<file path="src/rtl/bullet_hit_tracker_pkg.sv">
// Shared types and default constants for the bullet hit tracker.
package hit_pkg;

  typedef enum logic [1:0] {ALIVE, INVULN, DEAD, GAME_OVER} hit_state_t;

  localparam int unsigned COORD_W = 10;
  localparam int unsigned DIST_W  = 11;
  localparam int unsigned CNT_W   = 4;
  localparam int unsigned TIMER_W = 8;

  localparam int unsigned MAX_HEALTH_DEF     = 4;
  localparam int unsigned LIVES_DEF          = 3;
  localparam int unsigned INVULN_FRAMES_DEF  = 30;
  localparam int unsigned RESPAWN_FRAMES_DEF = 60;
  localparam int unsigned FLASH_SHIFT_DEF    = 2;

endpackage

</file>
<file path="src/rtl/bullet_hit_tracker_box_overlap.sv">
// Combinational overlap test of two centre/half-size boxes; touching edges count as overlap.
module box_overlap
  import hit_pkg::*;
(
  input  logic [COORD_W-1:0] a_x,
  input  logic [COORD_W-1:0] a_y,
  input  logic [COORD_W-1:0] a_s,
  input  logic [COORD_W-1:0] b_x,
  input  logic [COORD_W-1:0] b_y,
  input  logic [COORD_W-1:0] b_s,
  output logic               overlap
);

  function automatic logic [DIST_W-1:0] abs_diff(input logic [COORD_W-1:0] p,
                                                  input logic [COORD_W-1:0] q);
    return (p >= q) ? (DIST_W'(p) - DIST_W'(q)) : (DIST_W'(q) - DIST_W'(p));
  endfunction

  logic [DIST_W-1:0] dx;
  logic [DIST_W-1:0] dy;
  logic [DIST_W-1:0] reach;

  // Axis distances and combined reach, all widened so nothing wraps
  always_comb begin
    dx      = abs_diff(a_x, b_x);
    dy      = abs_diff(a_y, b_y);
    reach   = DIST_W'(a_s) + DIST_W'(b_s);
    overlap = (dx <= reach) && (dy <= reach);
  end

endmodule

</file>
<file path="src/rtl/bullet_hit_tracker.sv">
// Target-side hit responder: overlap test, life-cycle FSM, health/lives counters.
// Optional macro HIT_FLASH_EN: sprite blinks while invulnerable.
module bullet_hit_tracker
  import hit_pkg::*;
#(
  parameter int unsigned MAX_HEALTH     = MAX_HEALTH_DEF,
  parameter int unsigned LIVES          = LIVES_DEF,
  parameter int unsigned INVULN_FRAMES  = INVULN_FRAMES_DEF,
`ifdef HIT_FLASH_EN
  parameter int unsigned FLASH_SHIFT    = FLASH_SHIFT_DEF,
`endif
  parameter int unsigned RESPAWN_FRAMES = RESPAWN_FRAMES_DEF
) (
  input  logic               frame_clk,
  input  logic               Reset,
  input  logic               bullet_on,
  input  logic [COORD_W-1:0] BulletX,
  input  logic [COORD_W-1:0] BulletY,
  input  logic [COORD_W-1:0] BulletS,
  input  logic [COORD_W-1:0] TargetX,
  input  logic [COORD_W-1:0] TargetY,
  input  logic [COORD_W-1:0] TargetS,
  output logic               bullet_kill,
  output logic [CNT_W-1:0]   health,
  output logic [CNT_W-1:0]   lives,
  output logic               target_visible,
  output logic               respawn,
  output logic               game_over
);

  hit_state_t         state, state_nxt;
  logic [TIMER_W-1:0] timer, timer_nxt;
  logic [CNT_W-1:0]   health_nxt, lives_nxt;
  logic               kill_nxt, respawn_nxt, game_over_nxt, visible_nxt;
  logic               overlap_c;
  logic               hit_c;

  box_overlap u_box_overlap (
    .a_x     (BulletX),
    .a_y     (BulletY),
    .a_s     (BulletS),
    .b_x     (TargetX),
    .b_y     (TargetY),
    .b_s     (TargetS),
    .overlap (overlap_c)
  );

  assign hit_c = bullet_on & overlap_c;

  // State, timer, counters and all outputs registered together
  always_ff @(posedge frame_clk or posedge Reset) begin
    if (Reset) begin
      state          <= ALIVE;
      timer          <= '0;
      health         <= CNT_W'(MAX_HEALTH);
      lives          <= CNT_W'(LIVES);
      bullet_kill    <= 1'b0;
      respawn        <= 1'b0;
      game_over      <= 1'b0;
      target_visible <= 1'b1;
    end else begin
      state          <= state_nxt;
      timer          <= timer_nxt;
      health         <= health_nxt;
      lives          <= lives_nxt;
      bullet_kill    <= kill_nxt;
      respawn        <= respawn_nxt;
      game_over      <= game_over_nxt;
      target_visible <= visible_nxt;
    end
  end

  // Life-cycle transitions; timers run down to 1 and leave on that edge
  always_comb begin
    state_nxt     = state;
    timer_nxt     = timer;
    health_nxt    = health;
    lives_nxt     = lives;
    kill_nxt      = 1'b0;
    respawn_nxt   = 1'b0;
    game_over_nxt = game_over;
    visible_nxt   = target_visible;

    case (state)
      ALIVE: begin
        if (hit_c) begin
          kill_nxt = 1'b1;
          if (health <= CNT_W'(1)) begin
            health_nxt  = '0;
            lives_nxt   = (lives != '0) ? (lives - CNT_W'(1)) : lives;
            visible_nxt = 1'b0;
            if (lives <= CNT_W'(1)) begin
              state_nxt     = GAME_OVER;
              game_over_nxt = 1'b1;
              timer_nxt     = '0;
            end else begin
              state_nxt = DEAD;
              timer_nxt = TIMER_W'(RESPAWN_FRAMES);
            end
          end else begin
            health_nxt = health - CNT_W'(1);
            state_nxt  = INVULN;
            timer_nxt  = TIMER_W'(INVULN_FRAMES);
          end
        end
      end
      INVULN: begin
        if (timer <= TIMER_W'(1)) begin
          state_nxt   = ALIVE;
          timer_nxt   = '0;
          visible_nxt = 1'b1;
        end else begin
          timer_nxt = timer - TIMER_W'(1);
        end
      end
      DEAD: begin
        visible_nxt = 1'b0;
        if (timer <= TIMER_W'(1)) begin
          state_nxt   = ALIVE;
          timer_nxt   = '0;
          health_nxt  = CNT_W'(MAX_HEALTH);
          respawn_nxt = 1'b1;
          visible_nxt = 1'b1;
        end else begin
          timer_nxt = timer - TIMER_W'(1);
        end
      end
      default: begin
        game_over_nxt = 1'b1;
        visible_nxt   = 1'b0;
      end
    endcase

`ifdef HIT_FLASH_EN
    if (state_nxt == INVULN) begin
      visible_nxt = ~timer_nxt[FLASH_SHIFT];
    end
`endif
  end

endmodule
</file>
<file path="config.mk">
export PLATFORM = sky130hd
export DESIGN_NAME = bullet_hit_tracker
export DESIGN_NICKNAME = d
export VERILOG_FILES = /design/src/rtl/bullet_hit_tracker_pkg.sv /design/src/rtl/bullet_hit_tracker_box_overlap.sv /design/src/rtl/bullet_hit_tracker.sv
export SDC_FILE = /design/constraint.sdc
export NUM_CORES = 1
export LEC_CHECK = 0
export CAP_MARGIN = 15
export CORE_ASPECT_RATIO = 1.25
export CORE_MARGIN = 5
export CORE_UTILIZATION = 35
export CTS_CLUSTER_SIZE = 16
export DETAILED_ROUTE_END_ITERATION = 8
export PLACE_DENSITY = 0.63
export SETUP_SLACK_MARGIN = 0.02
export SLEW_MARGIN = 10
export SYNTH_ARGS = -nofsm -noshare
export SYNTH_HDL_FRONTEND = slang
export SYNTH_HIERARCHICAL = 1
export SYNTH_SLANG_ARGS = --single-unit
</file>
<file path="constraint.sdc">
create_clock -name frame_clk -period 2.1 [get_ports frame_clk]
set_input_delay 0.315 -clock frame_clk [delete_from_list [all_inputs] [get_ports frame_clk]]
set_output_delay 0.315 -clock frame_clk [all_outputs]
set_load 0.03 [all_outputs]
</file>
Yosys cells after proc, flatten, opt, wreduce, memory -nomap -nowiden
Cells that the tools add are included.

storage, ports and cells
  bits in registers = 22
  output and inout bits = 12
  logic and storage cells = 73

cells by class
  add/sub/neg operators = 8
  magnitude comparators = 7
  eq/ne operators = 8
  mux-type cells = 28
  bitwise logic cells = 2
  reductions and logical operators = 12

operators with widths
  kind                                                 number
  subtractor 10 x 10 -> 11 bit                         4
  2-to-1 mux 8 bit                                     3
  <= comparator 11 bit                                 2
  2-to-1 mux 11 bit                                    2
  greater-or-equal comparator 10 bit                   2
  case mux 8 bit (2 select lines)                      1
  2-to-1 mux 4 bit                                     3
  adder 10 x 10 -> 11 bit                              1
  2-to-1 mux 1 bit                                     11
  != test 2 bit, second input constant                 5
  AND reduction 3 bit                                  3
  <= comparator 4 x 1 -> 1 bit, second input constant  2
  <= comparator 8 x 1 -> 1 bit, second input constant  1
  case mux 4 bit (2 select lines)                      1
  AND reduction 4 bit                                  2
  subtractor 4 x 1 -> 4 bit, second input constant     2
  subtractor 8 x 1 -> 8 bit, second input constant     1
  2-to-1 mux 2 bit                                     3
  2-to-1 mux 6 bit                                     1
  case mux 2 bit (2 select lines)                      1
  nonzero test 2 bit                                   2
  nonzero test 4 bit                                   1
  case mux 1 bit (3 select lines)                      1
  == test 2 x 1 -> 1 bit, second input constant        1
  9 further kinds                                      9

Depth between registers and ports, before layout
  word-level depth = 7
  mapped depth = 21
  gate-level depth less buffers = 21

Modules after synthesis
The synthesis kept the hierarchy.

modules (own cells, without submodules)
  module              times used  cells each  area each (µm²)  seq. area each (µm²)
  box_overlap         1           353         2782.7           0.0
  bullet_hit_tracker  1           141         1390.1           555.5

Least setup slack after synthesis
OpenSTA, ideal clock, no wires.

  path type = input to register
  start point = input BulletY[4]
  end point = register lives[3]
  data arrival time = 4.098 ns
  data required time = 1.966 ns
  slack = -2.132 ns
  stages = 20
  buffers on the path = 2
  cell sequence = inv_1 > ha_1 > buf_2 > a21o_1 > a21oi_2 > a31oi_1 > a221oi_2 > buf_6 > mux2i_1 > xor2_1 > ha_1 > a21o_1 > a21o_1 > a211oi_1 > o21ai_0 > a22oi_1 > nand3_1 > a2111oi_2 > nand2_1 > xnor2_1

on the way
  word-level cells in the longest chain between the ends = 6
  elaborated cells on any way between the ends = 8

ends and longest elaborated chain
  element                                                                             line                                  source
  start, declared                                                                     bullet_hit_tracker.sv:18              input logic [COORD_W-1:0] BulletY,
  subtractor 10 x 10 -> 11 bit or greater-or-equal comparator 10 bit (tied branches)  bullet_hit_tracker_box_overlap.sv:16  return (p >= q) ? (DIST_W'(p) - DIST_W'(q)) : (DIST_W'(q) - DIST_W'(p));
  2-to-1 mux 11 bit *                                                                 bullet_hit_tracker_box_overlap.sv:16
  <= comparator 11 bit *                                                              bullet_hit_tracker_box_overlap.sv:28  overlap = (dx <= reach) && (dy <= reach);
  logical AND 1 bit *                                                                 bullet_hit_tracker_box_overlap.sv:28
  via overlap_c                                                                       bullet_hit_tracker.sv:35              logic overlap_c;
  bitwise AND 1 bit *                                                                 bullet_hit_tracker.sv:48              assign hit_c = bullet_on & overlap_c;
  AND reduction 4 bit (no source line) *                                              --
  end signal, assigned                                                                bullet_hit_tracker.sv:56              lives <= CNT_W'(LIVES);
  end signal, assigned                                                                bullet_hit_tracker.sv:65              lives <= lives_nxt;
  end, declared                                                                       bullet_hit_tracker.sv:25              output logic [CNT_W-1:0] lives,

The timed path passes the listed nets; every way through them passes the cells marked *.
A chain may end at the register's enable or synchronous reset.

Final worst setup path
  start point = input TargetS[0]
  end point = register timer[6]

on the way
  word-level cells in the longest chain between the ends = 6
  elaborated cells on any way between the ends = 7

ends and longest elaborated chain
  element                                 line                                  source
  start, declared                         bullet_hit_tracker.sv:22              input logic [COORD_W-1:0] TargetS,
  adder 10 x 10 -> 11 bit *               bullet_hit_tracker_box_overlap.sv:27  reach = DIST_W'(a_s) + DIST_W'(b_s);
  <= comparator 11 bit                    bullet_hit_tracker_box_overlap.sv:28
  logical AND 1 bit *                     bullet_hit_tracker_box_overlap.sv:28
  via overlap_c                           bullet_hit_tracker.sv:35
  bitwise AND 1 bit *                     bullet_hit_tracker.sv:48
  != test 2 bit (no source line) *        --
  AND reduction 2 bit (no source line) *  --
  end signal, assigned                    bullet_hit_tracker.sv:63              timer <= timer_nxt;
  end, declared                           bullet_hit_tracker.sv:32              logic [TIMER_W-1:0] timer, timer_nxt;

Marked as above.

==> summary.txt <==
Diode count = 0
CP max FO = 4
CORE AREA = 11700 um^2
Cell with the most instances after synthesis = ha_1
Num rows = 44
Synth top cells by count = 82 x ha_1, 66 x inv_1, 31 x a21o_1, 27 x a21oi_1, 24 x nor2_1
Final worst slack = -1.97 ns
H-tree level count = 1
Root buffer cell = clkbuf_16
Setup TNS = -38.67 ns
Mapped Cells = 494
Commonest register cell after synthesis = dfrtp_1
Crit end category = flop
Outcome = finished, violations left
Max-slew violation count = 0
PortBufs = 74
Final Hold Vio Count = 0
Syn avg cell area = 8.45 um^2
Fmax = 246 MHz
Die X = 108 um
Initial Util = 0.358
Clock-pin slew on the worst setup and hold paths = 0.06 ns
Wire per inst = 14.0 um
Clock Latency Late Sink = 0.25 ns
Die H = 132 um
Final #Nets = 847
Drt drc = 0
DRT antenna net count = 0
Clock tree buffer depth = 2
Crit path launch type = input pin
Slew @ Worst Pin = 0.514 ns
Rel. slew slack = 0.656
RSZ-0062 raised after global routing = true
Count of cell types in the netlist = 79
Clock sink count = 22
Final Util = 0.564
Critical path arrival = 4.20 ns
Post-synth EDFFs = 0
Share of layout cells above drive strength 1 = 0.361
Clk_skew = 0.00166 ns
Area delta synth->final = 57.8%
Pin count of the biggest net entering global routing = 23
Total power draw = 0.00253 W
Num CTS Buffers = 3
Post-synth top area share = 0.246
Vias = 4355
Failing checks = negative setup slack
Hold/Removal Path Class = input pin to async pin
Setup CP Type = input pin to flop
Starting DRT DRC Count = 152
Final Critical Period = 4.07 ns
Worst path required time = 2.24 ns
Max Cap Violations = 0
Syn_nets = 644
Setup violators final = 21
GPL Wtd Cong = 0.936
Maximum VDD drop = 0.268 mV
DR pass1 iterations = 4
Register area share after synthesis = 0.133
Final wirelength = 12000 um
Post-DP HPWL = 9730 um
IO Pins = 75
Die area = 14200 um^2
Mapped Area = 4170 um^2
Initial antenna violation count = 0
Area leader, netlist = ha_1
Crit share post-route = 1.94
Async S/R FF share, synth = 1.00
GR Overflow Total = 0
Yosys synthesis warning count = 6
Pleak = 3.33 nW
Total GRT Usage = 0.168
First-pass GRT wire length = 20400 um
Power density cells = 384 nW/um^2
CTS tree = yes
Synth area leaders = ha_1 25%, dfrtp_1 11%, inv_1 5.9%, a21o_1 5.6%, mux2i_1 3.8%
Via-to-Cell Ratio = 5.09
Vias in the first global route = 4575
Number of synthesized register bits = 22
worst max-delay path, stage by stage:
cell and delay (ns):
buf_6 0.10, ha_4 0.15, fa_2 0.33, a21o_1 0.17, a21oi_2 0.14, nor2b_1 0.07, o21a_1 0.22, o41a_1 0.44
xnor2_2 0.25, ha_1 0.28, a21o_1 0.17, a21o_1 0.18, a21oi_2 0.15, o211ai_1 0.13, a22oi_2 0.28, nand3_2 0.17
inv_2 0.12, a21oi_4 0.05, buf_4 0.14, buf_6 0.11, a211o_1 0.25
power breakdown:
part | switching, W | total (W) | internal (W)
Combinational | 0.000778 | 0.00171 | 0.000928
Sequential | 0 | 0.000424 | 0.000424
Clock | 0.000144 | 0.000395 | 0.000251
final timing paths:
| kind | cells after the start | from | end | slack [ns] |
|---|---|---|---|---|
| setup / recovery | 21 | TargetS[0] | timer[6] | -1.97 |
| hold / removal | 3 | Reset | game_over | 0.40 |
| setup reg to reg | 6 | timer[0] | timer[7] | 0.09 |
| hold reg to reg | 1 | game_over | game_over | 0.45 |
| max in group asynchronous | 3 | Reset | health[2] | 1.42 |
| min in group frame_clk | 1 | game_over | game_over | 0.45 |
cells by family after synthesis:
kind of cell,after synthesis,share of synthesized area
adders and majority gates,87,0.270
buffers and inverters,79,0.0828
AOI/OAI and AO/OA,146,0.258
and+or+nand+nor,115,0.154
muxes,21,0.0528
DFF,22,0.133
xor gates and xnor gates,24,0.0504
final cells by class:
type	instances	area, um^2
inverter	66	248
clock buffer	3	75.1
tap	161	201
timing repair buffer	211	1760
sequential	22	556
multi-input combinational	393	3740
fill	1061	5090
layout by cell type, fill, tap and decap left out, types with 6 or more instances in the layout:
| cell type | n |
|---|---|
| a21o_1 | 31 |
| a21oi_1 | 22 |
| a21oi_2 | 8 |
| buf_4 | 130 |
| buf_6 | 8 |
| clkdlybuf4s50_1 | 28 |
| dfrtp_1 | 18 |
| dlygate4sd2_1 | 35 |
| ha_1 | 55 |
| ha_2 | 9 |
| ha_4 | 18 |
| inv_1 | 50 |
| inv_2 | 16 |
| mux2i_1 | 14 |
| nand2_1 | 22 |
| nand3_1 | 7 |
| nand4_1 | 8 |
| nor2_1 | 20 |
| nor2b_1 | 10 |
| nor3_1 | 9 |
| o211ai_1 | 6 |
| o21ai_0 | 7 |
| o21ai_1 | 10 |
| xnor2_1 | 13 |
| xor2_1 | 9 |
layer usage:
metal	vias to the layer above	global-route usage	share of wire
li1	2180	-	-
met1	2064	0.192	0.40
met2	91	0.328	0.55
met3	20	0.0147	0.034
met4	0	0.0393	0.016
met5	-	0	0
state kept, by name (all words and copies together), names as in the netlist:
| name | count |
|---|---|
| bullet_kill | 1 |
| game_over | 1 |
| health | 4 |
| lives | 4 |
| respawn | 1 |
| state | 2 |
| target_visible | 1 |
| timer | 8 |
timing repair:
action,4_1_cts,5_1_grt
buffers inserted,15,3
resized for setup,120,16
pin swaps,62,27
endpoints found under the setup margin,21,21
endpoints found under the hold margin,0,0
hold buffers,0,0
through the flow:
| step | instances | hold slack, ns | setup WS (ns) | instance area (um^2) |
|---|---|---|---|---|
| finish | 856 | 0.397 | -1.97 | 6580 |
| global route | 856 | 0.450 | -2.15 | 6580 |
| CTS | 853 | 0.402 | -1.98 | 6530 |
| detailed placement | 835 | 0.445 | -2.64 | 6040 |
| global placement | 835 | 0.442 | -2.54 | 6040 |
| floorplan | 494 | 0.301 | -1.74 | 4320 |
Note: power is estimated with default switching activity, not from simulation.
